## src/rtl/cmd_dispatch_if.sv

```systemverilog
// Avalon-side command/status bus of the command dispatcher.
// The master drives commands and the raster line; the slave returns the command bus and status.
interface cmd_dispatch_if;
  logic        write;
  logic        read;
  logic [31:0] writedata;
  logic [9:0]  vcount;
  logic [31:0] cmd_out;
  logic [31:0] readdata;
  logic        full;

  modport master (
    output write, read, writedata, vcount,
    input  cmd_out, readdata, full
  );

  modport slave (
    input  write, read, writedata, vcount,
    output cmd_out, readdata, full
  );
endinterface

```

## src/rtl/cmd_dispatch.sv

```systemverilog
// Command FIFO that issues draw words in order and releases buffer-swap words only inside vertical blank.
// Optional macro CMD_DISPATCH_STATS_EN adds swap-issued / word-dropped counters to the status word.
module cmd_dispatch #(
  parameter int         DEPTH        = 16,
  parameter logic [9:0] VBLANK_START = 10'd480
) (
  input  logic       clk,
  input  logic       reset,
  cmd_dispatch_if.slave bus
);

  localparam int AW = $clog2(DEPTH);
  localparam logic [AW:0] FULL_CNT = (AW+1)'(DEPTH);

  typedef enum logic [1:0] {RUN, WAIT_VB, DONE_VB} state_t;

  state_t        r_state, w_next;
  logic [31:0]   r_mem [DEPTH];
  logic [AW-1:0] r_wptr, r_rptr;
  logic [AW:0]   r_count;
  logic          r_ovf;
  logic [31:0]   r_cmd_out, r_readdata;

  logic [31:0]   w_head;
  logic          w_empty, w_full, w_head_swap, w_vb;
  logic          w_pop, w_wr_acc, w_drop;
  logic [15:0]   w_stats;

  assign w_head      = r_mem[r_rptr];
  assign w_empty     = (r_count == '0);
  assign w_full      = (r_count == FULL_CNT);
  assign w_head_swap = (w_head[20:17] == 4'b1111);
  assign w_vb        = (bus.vcount >= VBLANK_START);
  // A full FIFO still takes a write when the head leaves in the same cycle.
  assign w_wr_acc    = bus.write && (!w_full || w_pop);
  assign w_drop      = bus.write && !w_wr_acc;

  always_ff @(posedge clk or negedge reset) begin
    if (!reset) r_state <= RUN;
    else        r_state <= w_next;
  end

  always_comb begin
    w_next = r_state;
    unique case (r_state)
      RUN:     if (!w_empty && w_head_swap)         w_next = WAIT_VB;
      WAIT_VB: if (!w_empty && w_head_swap && w_vb) w_next = DONE_VB;
      DONE_VB: if (!w_vb)                           w_next = RUN;
      default:                                      w_next = RUN;
    endcase
  end

  always_comb begin
    w_pop = 1'b0;
    unique case (r_state)
      RUN:     w_pop = !w_empty && !w_head_swap;
      WAIT_VB: w_pop = !w_empty && w_head_swap && w_vb;
      DONE_VB: w_pop = !w_empty && !w_head_swap;
      default: w_pop = 1'b0;
    endcase
  end

  always_ff @(posedge clk) begin
    if (w_wr_acc) r_mem[r_wptr] <= bus.writedata;
  end

  always_ff @(posedge clk or negedge reset) begin
    if (!reset) begin
      r_wptr    <= '0;
      r_rptr    <= '0;
      r_count   <= '0;
      r_cmd_out <= '0;
      r_ovf     <= 1'b0;
    end else begin
      if (w_wr_acc) r_wptr <= r_wptr + 1'b1;
      if (w_pop)    r_rptr <= r_rptr + 1'b1;
      unique case ({w_wr_acc, w_pop})
        2'b10:   r_count <= r_count + 1'b1;
        2'b01:   r_count <= r_count - 1'b1;
        default: r_count <= r_count;
      endcase
      r_cmd_out <= w_pop ? w_head : 32'h0;
      if (w_drop)        r_ovf <= 1'b1;
      else if (bus.read) r_ovf <= 1'b0;
    end
  end

`ifdef CMD_DISPATCH_STATS_EN
  logic [7:0] r_swap_cnt, r_drop_cnt;

  always_ff @(posedge clk or negedge reset) begin
    if (!reset) begin
      r_swap_cnt <= '0;
      r_drop_cnt <= '0;
    end else begin
      if (w_pop && w_head_swap) r_swap_cnt <= r_swap_cnt + 1'b1;
      if (w_drop)               r_drop_cnt <= r_drop_cnt + 1'b1;
    end
  end

  assign w_stats = {r_swap_cnt, r_drop_cnt};
`else
  assign w_stats = 16'h0;
`endif

  // Status reports ovf as it stood before this cycle's clear.
  always_ff @(posedge clk or negedge reset) begin
    if (!reset)        r_readdata <= '0;
    else if (bus.read) r_readdata <= {r_ovf, 7'b0, w_stats, 8'(r_count)};
  end

  assign bus.cmd_out  = r_cmd_out;
  assign bus.readdata = r_readdata;
  assign bus.full     = w_full;

endmodule

```

## src/flat_wrapper.sv

```systemverilog
// flat-port wrapper written by rule: the top's interface ports become plain ports
module cmd_dispatch_flat 
#(
  parameter int         DEPTH        = 16,
  parameter logic [9:0] VBLANK_START = 10'd480
)
  (clk, reset, bus_write, bus_read, bus_writedata, bus_vcount, bus_cmd_out, bus_readdata, bus_full);
  cmd_dispatch_if bus_i ();
  input  logic clk;
  input  logic reset;
  input wire logic [$bits(bus_i.write)-1:0] bus_write;
  input wire logic [$bits(bus_i.read)-1:0] bus_read;
  input wire logic [$bits(bus_i.writedata)-1:0] bus_writedata;
  input wire logic [$bits(bus_i.vcount)-1:0] bus_vcount;
  output wire logic [$bits(bus_i.cmd_out)-1:0] bus_cmd_out;
  output wire logic [$bits(bus_i.readdata)-1:0] bus_readdata;
  output wire logic [$bits(bus_i.full)-1:0] bus_full;
  assign bus_i.write = bus_write;
  assign bus_i.read = bus_read;
  assign bus_i.writedata = bus_writedata;
  assign bus_i.vcount = bus_vcount;
  assign bus_cmd_out = bus_i.cmd_out;
  assign bus_readdata = bus_i.readdata;
  assign bus_full = bus_i.full;
  cmd_dispatch #(.DEPTH(DEPTH), .VBLANK_START(VBLANK_START)) u_core (.clk(clk), .reset(reset), .bus(bus_i));
endmodule
```

## config.mk

```make
export PLATFORM = sky130hd
export DESIGN_NAME = cmd_dispatch_flat
export DESIGN_NICKNAME = d
export VERILOG_FILES = /design/src/rtl/cmd_dispatch_if.sv /design/src/rtl/cmd_dispatch.sv /design/src/flat_wrapper.sv
export SDC_FILE = /design/constraint.sdc
export NUM_CORES = 1
export LEC_CHECK = 0
export ABC_AREA = 1
export CAP_MARGIN = 5
export CORE_MARGIN = 2
export CORE_UTILIZATION = 60
export CTS_CLUSTER_SIZE = 25
export DETAILED_ROUTE_END_ITERATION = 8
export PLACE_DENSITY = 0.8
export SYNTH_ARGS = -nofsm -noshare
export SYNTH_HDL_FRONTEND = slang
export SYNTH_SLANG_ARGS = --single-unit
```

## constraint.sdc

```tcl
create_clock -name clk -period 4.2 [get_ports clk]
set_input_delay 0.84 -clock clk [delete_from_list [all_inputs] [get_ports clk]]
set_output_delay 0.84 -clock clk [all_outputs]
set_load 0.02 [all_outputs]
```

==> results.sh <==
export IMPL_ys_flop_type="edfxtp_1"
export IMPL_place_congestion=0.805
export IMPL_clk_pin_slew_ns=0.06
export IMPL_cts_setup_buffers=0
export IMPL_peakVddDrop_mv=0.556
export IMPL_p_leak_nw=8.84
export IMPL_drt_wl_total_um=51900
export IMPL_crit_arrival_ns=4.10
export IMPL_cp_required_ns=4.51
export IMPL_synthToLayoutAreaGrowth_pct=14.4
export IMPL_mappedNetlistArea_um2=22300
export IMPL_worst_hold_slack_ns=0.349
export IMPL_synth_cell_type_count=39
export IMPL_slew_headroom=0.298
export IMPL_grt_max_degree=101
export IMPL_layout_nets=1800
export IMPL_yosysWarnings=0
export IMPL_initial_utilization=0.609
export IMPL_gr_usage_all_layers=0.270
export IMPL_crit_fanout=35
export IMPL_via_per_inst=6.22
export IMPL_h_tree_depth=2
export IMPL_grt_pass1_vias=13810
export IMPL_synth_edf_count=512
export IMPL_yosysSeqAreaShare=0.752
export IMPL_overflow=0
export IMPL_row_count=70
export IMPL_hold_buffers=0
export IMPL_synth_seq_cells=566
export IMPL_pin_count=111
export IMPL_worst_pin_slew_ns=1.05
export IMPL_yosys_top_cells_count="edfxtp_1 (512), nand2_1 (267), nor2_1 (215)"
export IMPL_drive_gt1_frac=0.110
export IMPL_fin_util=0.697
export IMPL_cts_buffer_depth=3
export IMPL_fp_dieArea_um2=38600
export IMPL_grt_first_pass_wirelength_um=78000
export IMPL_antenna_cells=0
export IMPL_max_cap_violations=0
export IMPL_hpwl_um=27000
export IMPL_rsz0062_at_grt="no"
export IMPL_setup_violations=0
export IMPL_hp_class="in -> async"
export IMPL_hold_viol=0
export IMPL_min_period_over_period=0.903
export IMPL_end_kind="flop"
export IMPL_yosysTopAreaCellShare=0.691
export IMPL_core_um2=36500
export IMPL_fmax_ghz=0.264
export IMPL_die_y_um=197
export IMPL_drtIter0Drc=1817
export IMPL_powerDensity_nw_per_um2=702
export IMPL_root_buffer="clkbuf_16"
export IMPL_post_route_cell_area_um2=25400
export IMPL_synthArstFlopShare=0.0954
export IMPL_die_w_um=197
export IMPL_synthCells=1660
export IMPL_avgSynthCellArea_um2=13.4
export IMPL_drc_errors=0
export IMPL_status="finished clean"
export IMPL_period_needed_ns=3.79
export IMPL_avgRoutedWirePerCell_um=23.0
export IMPL_drtPass1Iterations=5
export IMPL_clock_latency_ns=0.61
export IMPL_fin_skew_ns=0.0265
export IMPL_antenna_found_initial=2
export IMPL_finalSetupTns_ns=0
export IMPL_cts_resized=0
export IMPL_vias=14059
export IMPL_yosys_area_top_type="edfxtp_1"
export IMPL_final_max_slew_violation_count=0
export IMPL_dpl_cell_area_um2=23700
export IMPL_post_synth_top_count_cell="edfxtp_1"
export IMPL_path_class="reg -> reg"
export IMPL_ys_top_cells_by_area="edfxtp_1 (69%), dfrtp_1 (6.1%), nand2_1 (4.5%)"
export IMPL_clock_sinks=566
export IMPL_portBuffers=79
export IMPL_antenna_left=0
export IMPL_cts_tree="yes"
export IMPL_cts_buffers=54
export IMPL_critPathLaunchType="flop"
## per-layer routing
metal / up-vias / part of all wire / wire length [µm] / global-route usage
met5: - / 0.00021 / 11 / 0
met4: 2 / 0.027 / 1410 / 0.0975
met3: 124 / 0.11 / 5790 / 0.0602
met2: 872 / 0.49 / 25200 / 0.439
met1: 6869 / 0.38 / 19500 / 0.363
li1: 6192 / - / - / -
## placed cells by master (no fill, tap or decap), types with 2 or more instances in the layout
cell type	n
o21ai_0	155
nor3_1	22
edfxtp_1	512
clkdlybuf4s50_1	78
clkbuf_16	55
dfrtp_1	52
o31ai_1	23
o21ai_1	4
nor2_1	199
ha_1	8
a21oi_1	92
clkbuf_1	23
a32o_1	34
a31oi_1	2
a221oi_1	22
nand3_1	26
clkinv_8	2
xor2_1	7
nand2_1	267
conb_1	26
clkinv_1	3
inv_4	2
bufinv_16	4
clkbuf_8	9
buf_12	5
inv_1	34
buf_4	44
o221a_2	34
nor2_4	16
clkinv_2	6
nand2_4	5
inv_2	2
## logic make-up (layout without fill, tap and decap cells)
kind of cell | after synthesis | count (layout) | synth area share
xor gates and xnor gates | 8 | 8 | 0.00315
and+or+nand+nor | 544 | 544 | 0.0984
buffers and inverters | 164 | 270 | 0.0345
other | 1 | 26 | 0.000169
AOI/OAI and AO/OA | 368 | 368 | 0.107
adders and majority gates | 9 | 9 | 0.00540
DFF | 566 | 566 | 0.752
## worst max-delay path, cell delays in order, from the launching register on
cell	delay (ns)
dfrtp_4	0.65
inv_6	0.27
nand2_1	0.10
nand3_1	0.09
nand2_1	0.05
nor2_1	0.17
nand2_1	0.13
nand2_1	0.09
nand2_1	0.08
nor2_1	0.20
nand4_2	0.19
nand3_2	0.16
nand2_4	0.10
inv_4	0.11
nand2_1	0.25
nor2_4	0.58
buf_12	0.24
## per-stage QoR
step	power, mW	instances	setup slack [ns]
after global placement	12.7	2157	0.634
after detailed placement	13.0	2157	0.518
after global routing	18.7	2259	0.218
final	17.9	2259	0.408
after floorplan	11.0	1685	0.601
after CTS	17.8	2259	0.459
## registers in the layout, indices dropped and copies added, names as in the netlist
signal               flops
u_core.r_count           5
u_core.bus.cmd_out      32
u_core.r_wptr            4
u_core.r_state           2
u_core.bus.readdata      6
u_core.r_rptr            4
u_core.r_ovf             1
u_core.r_mem           512
## final timing paths
path / startpoint / endpoint / slack, ns / depth (start not counted)
max: u_core.r_rptr[0] / u_core.r_mem[8][1] / 0.41 / 16
min: reset / u_core.r_state[1] / 0.35 / 1
max reg2reg: u_core.r_rptr[0] / u_core.r_mem[8][1] / 0.41 / 16
min reg2reg: u_core.r_state[0] / u_core.r_state[1] / 0.50 / 1
max in group asynchronous: reset / u_core.r_wptr[2] / 2.89 / 2
min in group clk: u_core.r_state[0] / u_core.r_state[1] / 0.50 / 1
## final cells by class
type	instances	area, µm²
Tap cell	468	586
Inverter	40	161
Clock buffer	87	1590
Multi-Input combinational cell	955	4970
Timing Repair Buffer	128	1220
Sequential cell	566	16700
Fill cell	2272	11100
Clock inverter	15	196
## report_power, final
group	total, mW	internal (mW)	switching (mW)
combinational	5.92	1.88	4.04
clock	4.82	2.83	1.99
sequential	7.13	6.86	0.269
Power figures use the tool's default switching activity.
